[config.mk]
export PLATFORM = sky130hd
export DESIGN_NAME = instr_encoder
export DESIGN_NICKNAME = d
export VERILOG_FILES = /design/src/rtl/instr_encoder.sv
export SDC_FILE = /design/constraint.sdc
export NUM_CORES = 1
export LEC_CHECK = 0
export CAP_MARGIN = 20
export CELL_PAD_IN_SITES_DETAIL_PLACEMENT = 1
export CELL_PAD_IN_SITES_GLOBAL_PLACEMENT = 1
export CORE_MARGIN = 5
export CORE_UTILIZATION = 28
export DETAILED_ROUTE_END_ITERATION = 8
export GPL_TIMING_DRIVEN = 0
export PLACE_DENSITY = 0.88
export SLEW_MARGIN = 20
export SYNTH_ARGS = -nofsm -noshare
export SYNTH_HDL_FRONTEND = slang
export SYNTH_SLANG_ARGS = --single-unit
[constraint.sdc]
create_clock -name clk -period 1.6 [get_ports clk]
set_input_delay 0.32 -clock clk [delete_from_list [all_inputs] [get_ports clk]]
set_output_delay 0.32 -clock clk [all_outputs]
set_load 0.05 [all_outputs]
[src/rtl/instr_encoder.sv]
// Program loader: packs symbolic instruction fields into 32-bit words and
// streams them into instruction memory through a registered write port.
module instr_encoder #(
    parameter int DEPTH  = 64,
    parameter int ADDR_W = 6
) (
    input  logic              clk,
    input  logic              rst_n,
    input  logic              start,
    input  logic              finish,
    input  logic              in_valid,
    output logic              in_ready,
    input  logic [3:0]        op,
    input  logic [4:0]        rs,
    input  logic [4:0]        rt,
    input  logic [4:0]        rd,
    input  logic [15:0]       imm,
    input  logic [25:0]       target,
    output logic              mem_we,
    output logic [ADDR_W-1:0] mem_addr,
    output logic [31:0]       mem_wdata,
    output logic [ADDR_W:0]   count,
    output logic              full,
    output logic              err,
    output logic [7:0]        err_count
);

    typedef enum logic [1:0] {
        S_IDLE,
        S_LOAD,
        S_FULL
    } state_t;

    state_t             state;
    state_t             state_next;
    logic [ADDR_W-1:0]  ptr;
    logic               xfer;
    logic               legal;
    logic [5:0]         funct;
    logic [31:0]        enc;

    assign xfer  = in_valid && in_ready;
    assign legal = (op <= 4'd8);

    always_comb begin
        funct = '0;
        case (op)
            4'd0:    funct = 6'd32;
            4'd1:    funct = 6'd34;
            4'd2:    funct = 6'd36;
            4'd3:    funct = 6'd37;
            4'd4:    funct = 6'd50;
            default: funct = '0;
        endcase
    end

    always_comb begin
        enc = '0;
        case (op)
            4'd0, 4'd1, 4'd2, 4'd3, 4'd4: enc = {6'd25, rs, rt, rd, 5'b0, funct};
            4'd5:    enc = {6'd47, rs, rt, imm};
            4'd6:    enc = {6'd48, rs, rt, imm};
            4'd7:    enc = {6'd49, rs, rt, imm};
            4'd8:    enc = {6'd2, target};
            default: enc = '0;
        endcase
    end

    always_ff @(posedge clk) begin
        if (!rst_n) begin
            state <= S_IDLE;
        end else begin
            state <= state_next;
        end
    end

    // finish outranks start; the last legal accept at the top address closes the window
    always_comb begin
        state_next = state;
        if (finish) begin
            state_next = S_IDLE;
        end else if (start) begin
            state_next = S_LOAD;
        end else if (state == S_LOAD && xfer && legal && ptr == ADDR_W'(DEPTH - 1)) begin
            state_next = S_FULL;
        end
    end

    always_comb begin
        in_ready = (state == S_LOAD);
        full     = (state == S_FULL);
    end

    // A transfer accepted alongside start still writes; start then resets the session counters
    always_ff @(posedge clk) begin
        if (!rst_n) begin
            mem_we    <= 1'b0;
            mem_addr  <= '0;
            mem_wdata <= '0;
            ptr       <= '0;
            count     <= '0;
            err       <= 1'b0;
            err_count <= '0;
        end else begin
            mem_we <= xfer && legal;
            if (xfer && legal) begin
                mem_addr  <= ptr;
                mem_wdata <= enc;
            end
            if (start && !finish) begin
                ptr       <= '0;
                count     <= '0;
                err       <= 1'b0;
                err_count <= '0;
            end else if (xfer) begin
                if (legal) begin
                    ptr   <= ptr + ADDR_W'(1);
                    count <= count + (ADDR_W + 1)'(1);
                end else begin
                    err <= 1'b1;
                    if (err_count != '1) begin
                        err_count <= err_count + 8'd1;
                    end
                end
            end
        end
    end

endmodule

==> flow_results.org, run 1 <==
** Critical path
- Critical setup path kind :: flip-flop to output port
- Required time at the endpoint of the critical path :: 1280 ps
- CP cell instances :: clkdlybuf4s15_1
- Cell type of the slowest stage on the worst timing path :: sky130_fd_sc_hd__clkdlybuf4s15_1
- Delay of the slowest cell on the worst path :: ~530 ps
- Setup crit start kind :: flip-flop
- In this run the worst path has a maximum fanout of 4.
- The kind of cell with the highest combined delay along the critical path is buffers and inverters.
- Counting both buffers and inverters, the worst setup path holds a total of 1.
- Kind of end point of the critical path :: output port
- Arrival time reported for the critical path endpoint :: around 1300 ps

** Power and ir drop
- Total Power Consumption :: roughly 3.7 mW
- Worst voltage drop across the vdd grid :: 378.8 uV
- Static Leakage :: a little under 2 nW
- Power density relative to cell area :: 782.5 nW/um^2

** Synthesis
- Number of enable flip-flop cells after synthesis :: 0
- Distinct cell type count after synthesis :: 58
- Syn avg cell area :: between 9 and 10 sq um
- After synthesis, the share of flip-flops with an asynchronous set or reset is 0%.
- Post-synthesis register bit count :: between 60 and 70
- Sequential cells were found to cover around 43% of the synthesized design area.
- Number of nets in the synthesized netlist :: 387
- During synthesis, Yosys emitted a total of 0 warnings.
- Dominant register cell in the synthesized netlist :: sky130_fd_sc_hd__dfxtp_1
- The cell area that synthesis handed to floorplanning was about 3000 sq um.
- The cell count after synthesis came out at about 320.

** GRT
- Total track usage :: 17.83%
- For this run the aggregate overflow at the end of global routing stands at 0.
- The first global-routing pass estimated roughly 18 mm of wire.
- Initial antenna violation count :: 0
- Entering global routing, the biggest net connects 11 pins.
- Number of global-route vias before repair :: 3,446

** Floorplan
- Die area :: 12,690 sq um
- The total area inside the core boundary comes to just over 10,000 sq um.
- In this run the count of I/O pins placed on the die edge is roughly 120.
- The initial utilization of the core area, before any placement, comes to between 20 and 30%.
- In this run the vertical extent of the chip is ~110 microns.
- The floorplan has 37 rows.
- Chip Width :: between 100 and 150 microns

** Timing
- The number of hold-slack violations in the final timing report came to 0.
- Setup violators final :: 0
- The worst path in the final design needs a cycle of between 1500 and 2000 ps, including I/O delays and setup.
- For the pin with the worst max-slew slack, the measured transition is between 700 and 800 ps.
- Setup repair after global routing could not meet its margin everywhere.
- In the finished design, the share of the clock period the worst path needs comes to approximately 100%.
- The max-slew violation count is 0.
- Skew final :: 8.853 ps
- Relative slew margins :: between 40% and 50%
- Timing-limited maximum frequency :: 0.6301 GHz

** Clocking
- The number of clock buffers added by TritonCTS is 9.
- Clock tree from TritonCTS :: built
- Clock-pin slew was measured on the worst setup and hold paths at around 70 ps.
- Clock root cell :: sky130_fd_sc_hd__clkbuf_8
- CTS saw 63 sinks.
- Clock latency on the worst-skew pair, taken at its later pin, is 340 ps.
- H-Tree Depth :: 3
- Buffers from clock root to sink, at most :: 2
- For this design, the CTS-stage hold fixing added 0 buffers.

** Outcome
- Outcome :: complete, no violations

** Placement
- After detailed placement, the total cell area comes to between 4000 and 5000 sq um.
- After legalization and detailed placement, the total HPWL measured about 8.1 mm.
- Port buffering added 120 buffers.
- Routability-driven placement finished with a final weighted congestion of slightly below 0.8.
- Including well taps, the total number of placed cells is ~570.

** Drt
- Using the TritonRoute via totals, the vias-per-cell ratio works out to slightly above 5.
- The final layout contains routed wiring with a total length of 11.31 mm.
- Iteration-0 DRC count of the detailed router :: 140
- Routed vias :: 3,036
- For this run, the detailed router's first-pass iteration total came to 5.
- Antenna viol nets, final :: 0
- After detailed routing, the average wire length per cell comes to about 19 microns.
- Number of DRC violations after detailed routing :: 0

** Final layout
- The area growth from synthesis to layout is 59.80%.
- # diodes :: 0
- In the final layout, the share of cells above drive strength 1 is a little over a fifth.
- Non-filler instance count after layout :: between 600 and 700
- Once layout is done, the placed cells without fillers occupy around 4700 sq um.
- Final nets :: between 500 and 600

** Run
- Max-cap violations in this run came to 0.

** Hold path
- Worst hold path type :: primary input to flip-flop
[cell type report]
type | count | area, sq um
Inverter | 4 | 15.01
Multi-Input combinational cell | 225 | 1593
Sequential cell | 63 | 1271
Clock inverter | 4 | 70.07
Clock buffer | 12 | 135.1
Tap cell | 136 | 170.2
Timing Repair Buffer | 135 | 1236
Fill cell | 1203 | 5609
Buffer | 25 | 224.0
[metrics by stage]
| stage | hold WS, ps | worst slack [ps] | utilization (%) | setup TNS (ps) |
|---|---|---|---|---|
| 6_report | 418.3 | 12.97 | 45.67 | 0 |
| 4_1_cts | 407.5 | 6.941 | 45.07 | 0 |
| 2_1_floorplan | 428.6 | 32.48 | - | 0 |
| 5_1_grt | 426.0 | -42.33 | 45.67 | -46.56 |
| 3_3_place_gp | 443.6 | -752.7 | 41.95 | -32440 |
| 3_5_place_dp | 454.8 | -848.6 | 41.95 | -35620 |
[Yosys cell counts (all sizes together) (2+ instances only)]
| master | number | share of area (%) |
|---|---|---|
| nand4 | 3 | 0.64 |
| nand2 | 29 | 3.8 |
| a221oi | 11 | 3.3 |
| ha | 3 | 1.3 |
| nor2b | 6 | 1.3 |
| xor2 | 7 | 2.1 |
| a222oi | 5 | 1.7 |
| a32o | 5 | 1.7 |
| a211oi | 2 | 0.51 |
| nor4b | 2 | 1.6 |
| and4 | 2 | 0.59 |
| nor3 | 11 | 1.9 |
| and2 | 3 | 0.72 |
| or3 | 3 | 0.64 |
| inv | 4 | 0.51 |
| o21a | 2 | 0.51 |
| dfxtp | 63 | 43 |
| nand3 | 9 | 1.5 |
| o2111ai | 2 | 0.81 |
| o31ai | 2 | 0.98 |
| and3 | 2 | 0.42 |
| o21ai | 16 | 2.7 |
| clkbuf | 9 | 1.2 |
| xnor2 | 7 | 2.1 |
| buf | 17 | 5.0 |
| nor2 | 35 | 5.0 |
| nor3b | 6 | 1.5 |
| a21boi | 7 | 1.8 |
| a22oi | 7 | 1.8 |
| a21oi | 20 | 3.5 |
[final timing paths]
check | from | end | slack (ps) | cells past startpoint
setup / recovery | err_count[7] | err_count[7] | 10 | 1
hold reg to reg | mem_wdata[28] | mem_wdata[28] | 460 | 2
setup reg to reg | err_count[0] | err_count[6] | 70 | 5
hold / removal | op[0] | mem_wdata[26] | 420 | 3
[logic make-up (layout without fill, tap and decap cells)]
logic type,after synthesis,count (layout),share of synthesized area [%]
compound gates,89,89,22.94
xor+xnor,14,14,4.156
fa+ha+maj,3,3,1.272
buf+inv,30,180,6.658
mux,1,1,0.3393
simple gates,118,118,21.88
flops,63,63,42.75
[registers in the layout, summed over array words and instances (netlist names)]
| name | cells |
|---|---|
| mem_wdata | 32 |
| err_count | 8 |
| count | 7 |
| mem_addr | 6 |
| ptr | 6 |
| state | 2 |
| err | 1 |
| mem_we | 1 |
[placed cells by master (no fill, tap or decap), types with 8 or more instances in the layout]
cell type                         synthesis  final
sky130_fd_sc_hd__nand2_1                 28     28
sky130_fd_sc_hd__o21ai_0                 16     15
sky130_fd_sc_hd__nor2_1                  34     34
sky130_fd_sc_hd__dfxtp_1                 63     55
sky130_fd_sc_hd__a21oi_1                 19     16
sky130_fd_sc_hd__nor3_1                  11     10
sky130_fd_sc_hd__clkdlybuf4s50_1          0     61
sky130_fd_sc_hd__dfxtp_2                  0      8
sky130_fd_sc_hd__clkbuf_2                 1     12
sky130_fd_sc_hd__buf_4                    2     15
sky130_fd_sc_hd__dlygate4sd2_1            0     38
sky130_fd_sc_hd__buf_6                    9     14
sky130_fd_sc_hd__clkdlybuf4s15_1          0      8
sky130_fd_sc_hd__nand3_1                  9      8
sky130_fd_sc_hd__clkbuf_8                 0     10
[power breakdown]
part	internal [mW]	leakage, nW	switching (mW)
combinational	0.277	1.31	0.309
clock	0.875	0.104	0.620
sequential	1.59	0.513	0.0147
[routing by layer]
layer	up-vias	global-route usage (%)	part of all wire, %
li1	1450	-	-
met1	1474	20.30	42
met2	96	31.79	51
met3	16	3.827	5.2
met4	0	7.933	2.1
met5	-	0	0
[timing repair]
action	4_1_cts	5_1_grt
gates cloned	2	0
pin swaps	5	2
setup endpoints to repair	113	62
gates resized for setup	93	46
buffers inserted	11	2
No activity file was read; power rests on OpenSTA's default activity.
==> inputs of run 2 (changes only) <==
--- a/config.mk
+++ b/config.mk
@@ -5,11 +5,12 @@
 export SDC_FILE = /design/constraint.sdc
 export NUM_CORES = 1
 export LEC_CHECK = 0
-export CAP_MARGIN = 20
+export CAP_MARGIN = 0
 export CELL_PAD_IN_SITES_DETAIL_PLACEMENT = 1
 export CELL_PAD_IN_SITES_GLOBAL_PLACEMENT = 1
 export CORE_MARGIN = 5
 export CORE_UTILIZATION = 28
+export CTS_CLUSTER_SIZE = 30
 export DETAILED_ROUTE_END_ITERATION = 8
 export GPL_TIMING_DRIVEN = 0
 export PLACE_DENSITY = 0.88
==> results of run 2 <==
Final layout, timing and power as in run 1 (identical DEF).
==> inputs of run 3 (changes only) <==
--- a/config.mk
+++ b/config.mk
@@ -9,11 +9,12 @@
 export CELL_PAD_IN_SITES_DETAIL_PLACEMENT = 1
 export CELL_PAD_IN_SITES_GLOBAL_PLACEMENT = 1
 export CORE_MARGIN = 5
-export CORE_UTILIZATION = 28
+export CORE_UTILIZATION = 41
 export CTS_CLUSTER_SIZE = 30
 export DETAILED_ROUTE_END_ITERATION = 8
+export DONT_BUFFER_PORTS = 1
 export GPL_TIMING_DRIVEN = 0
-export PLACE_DENSITY = 0.88
+export PLACE_DENSITY = 0.87
 export SLEW_MARGIN = 20
 export SYNTH_ARGS = -nofsm -noshare
 export SYNTH_HDL_FRONTEND = slang
==> flow_results.org, run 3 (synthesis gave the netlist of run 1 again) <==
** Drt
- Summing over every cut layer, the via total after detailed routing is 2,555.
- Antenna viol nets, final :: 0
- Average via count per standard cell :: between 5 and 6
- Total wirelength of the detailed-routed design :: between 9 and 10 mm
- For this run, design rule violations remaining after detail routing come to 0.
- After detailed routing, the average wire length per cell comes to just over 20 microns.
- First-pass DRT Iterations :: 5
- The first routing iteration left 75 violations.

** Final layout
- Share of post-route cells with drive strength above 1 :: 19.64%
- # diodes :: 0
- Max FFs per register :: 32
- For this run, the share of the core covered by cells in the final layout is a little under half.
- Cell area after layout :: 3382 sq um
- The top cell types in the final layout, fill and taps aside, are sky130_fd_sc_hd__dfxtp_1, sky130_fd_sc_hd__nor2_1, sky130_fd_sc_hd__nand2_1.
- After filler insertion, the fill cell instance count of the layout stands at 847.
- Final nets :: between 400 and 500
- In the final layout, the registers with the most flip-flops are mem_wdata x32, err_count x8, count x7.
- Area grow syn2layout :: 14.63%
- Commonest non-fill, non-tap cell in the layout :: sky130_fd_sc_hd__dfxtp_1
- Register containing the most flip-flops in the final layout :: mem_wdata

** Clocking
- Buffers from clock root to sink, at most :: 2
- Later-pin clock latency in the skew report :: 340 ps
- Clock-pin slew was measured on the worst setup and hold paths at 70 ps.
- Clock root cell :: sky130_fd_sc_hd__clkbuf_8
- H-Tree Depth :: 3
- The number of clock buffers added by TritonCTS is 9.
- The clock drives 63 sinks.
- Number of hold buffers added after cts :: 0
- Clock tree from TritonCTS :: built

** Critical path
- Data on the critical path arrives at its endpoint at 1230 ps.
- The setup path with the least slack is of type flip-flop to output port.
- The worst register-to-register path begins at state[1].
- Delay of the slowest cell on the worst path :: ~500 ps
- Cell type of the slowest stage on the worst timing path :: sky130_fd_sc_hd__nor2b_2
- Largest delay contributor family on the critical path :: simple AND/OR/NAND/NOR gates
- In this run the critical register-to-register path is captured at err_count[6].
- The worst setup path is captured at an output port.
- Crit path buf inv count :: 0
- The worst register-to-register path has a depth of 5.
- Across all register-to-register paths, the minimum setup slack is about 70 ps.
- Required time at the endpoint of the critical path :: roughly 1300 ps
- The worst setup path is launched from a flip-flop.
- In this run the worst path has a maximum fanout of 5.
- The critical path goes through nor2b_2.

** Floorplan
- The die covers between 8000 and 9000 sq um.
- Initial cell density of the core :: around two fifths
- around 120 I/O pins were placed.
- The die is 94.83 microns wide.
- Die Ht :: about 95 microns
- Std-Cell Core Area :: slightly above 7000 sq um
- Std-Cell Rows :: 31

** Timing
- For the pin with the worst max-slew slack, the measured transition is 628.7 ps.
- Unrepaired setup endpoints after global routing :: true
- Skew final :: slightly below 8 ps
- Static timing analysis puts the maximum clock frequency at about 0.64 GHz.
- Relative slew margins :: 57.52%
- Pins Over Slew Limit :: 0
- Setup violators final :: 0
- Setup slack on the critical path of the routed design comes to 47.51 ps.
- The number of hold-slack violations in the final timing report was 0.
- Final Critical Period :: around 1600 ps
- Share of the clock period used by the worst path after layout :: 97.03%

** GRT
- Initial antenna violation count :: 0
- Total track usage :: between 20% and 30%
- Largest net degree at the start of global routing :: 11
- Global routing finished with a remaining overflow of 0.
- The via count of the first global-routing pass came to around 2.8k.
- Wire length of the first global-routing pass :: ~14 mm

** Placement
- Once placement finished, the instance area stood at about 3100 sq um.
- At the placement stage, the worst setup path has a slack of -262.4 ps.
- The count of buffers added on input and output ports is 0.
- Final Wtd Congestion :: between 0.7 and 0.8
- Detailed Place HPWL :: between 6 and 7 mm

** Power and ir drop
- Static Leakage :: around 1.2 nW
- Power density relative to cell area :: slightly below 1000 nW/um^2
- Overall power consumption after layout is estimated at approximately 3.3 mW.
- Worst voltage drop across the vdd grid :: between 600 and 700 uV

** Hold path
- Worst hold path type :: primary input to flip-flop
- The path with the worst hold slack has its endpoint at state[0].
- Hold Path Origin :: start
- The worst hold path was traced through 2 stages.

** Outcome
- The run finished with clean final reports.

** Run
- Across the run, the number of max-cap violations was 0.
-- run 3: repair_timing --
item	CTS	global route
setup endpoints to repair	49	28
buffers inserted	3	0
pin swaps	1	1
gates resized for setup	12	19
gates cloned	0	0
-- run 3: where the power goes --
part | leakage, nW | total, mW | internal [mW] | switching (mW)
clock network | 0.0957 | 1.31 | 0.700 | 0.611
registers | 0.517 | 1.69 | 1.58 | 0.102
logic | 0.567 | 0.267 | 0.101 | 0.166
total | 1.18 | 3.26 | 2.39 | 0.879
-- run 3: per-stage QoR --
| stage | hold slack [ps] | instances | setup TNS [ps] |
|---|---|---|---|
| 6_report | 103.7 | 435 | 0 |
| 5_1_grt | 123.9 | 435 | -33.77 |
| 4_1_cts | 91.51 | 435 | -443.7 |
| 3_5_place_dp | 449.0 | 417 | -8065 |
| 3_3_place_gp | 437.4 | 417 | -4584 |
| 2_1_floorplan | 428.6 | 318 | 0 |
-- run 3: how the worst max path moves through the flow --
stage                  start            end  slack, ps  cells past startpoint
floorplan              op[0]  mem_wdata[14]         30                      7
global placement       op[2]  mem_wdata[18]       -240                      6
detailed placement     op[2]  mem_wdata[19]       -260                      6
CTS                 state[1]           full       -220                      1
global route        state[1]   err_count[6]        -20                      5
finish              state[0]       in_ready         50                      1
-- run 3: cell type report --
cell class              instances  area [sq um]  share of cell area [%]
plain buffers                  26         200.2                   5.919
multi-input cells             225          1550                   45.84
inverters                       4         15.01                  0.4440
flip-flops and latches         63          1292                   38.22
clock inverters                 5         50.05                   1.480
well taps                      99         123.9                   3.663
repair buffers                  3         22.52                  0.6659
clock buffers                  10         127.6                   3.774
-- run 3: routing by layer --
layer / up-vias / share of wire (%) / GRT usage, %
met5: - / 0 / 0
met4: 0 / 2.0 / 9.736
met3: 15 / 8.7 / 8.287
met2: 96 / 51 / 35.58
met1: 1249 / 38 / 22.43
li1: 1195 / - / -
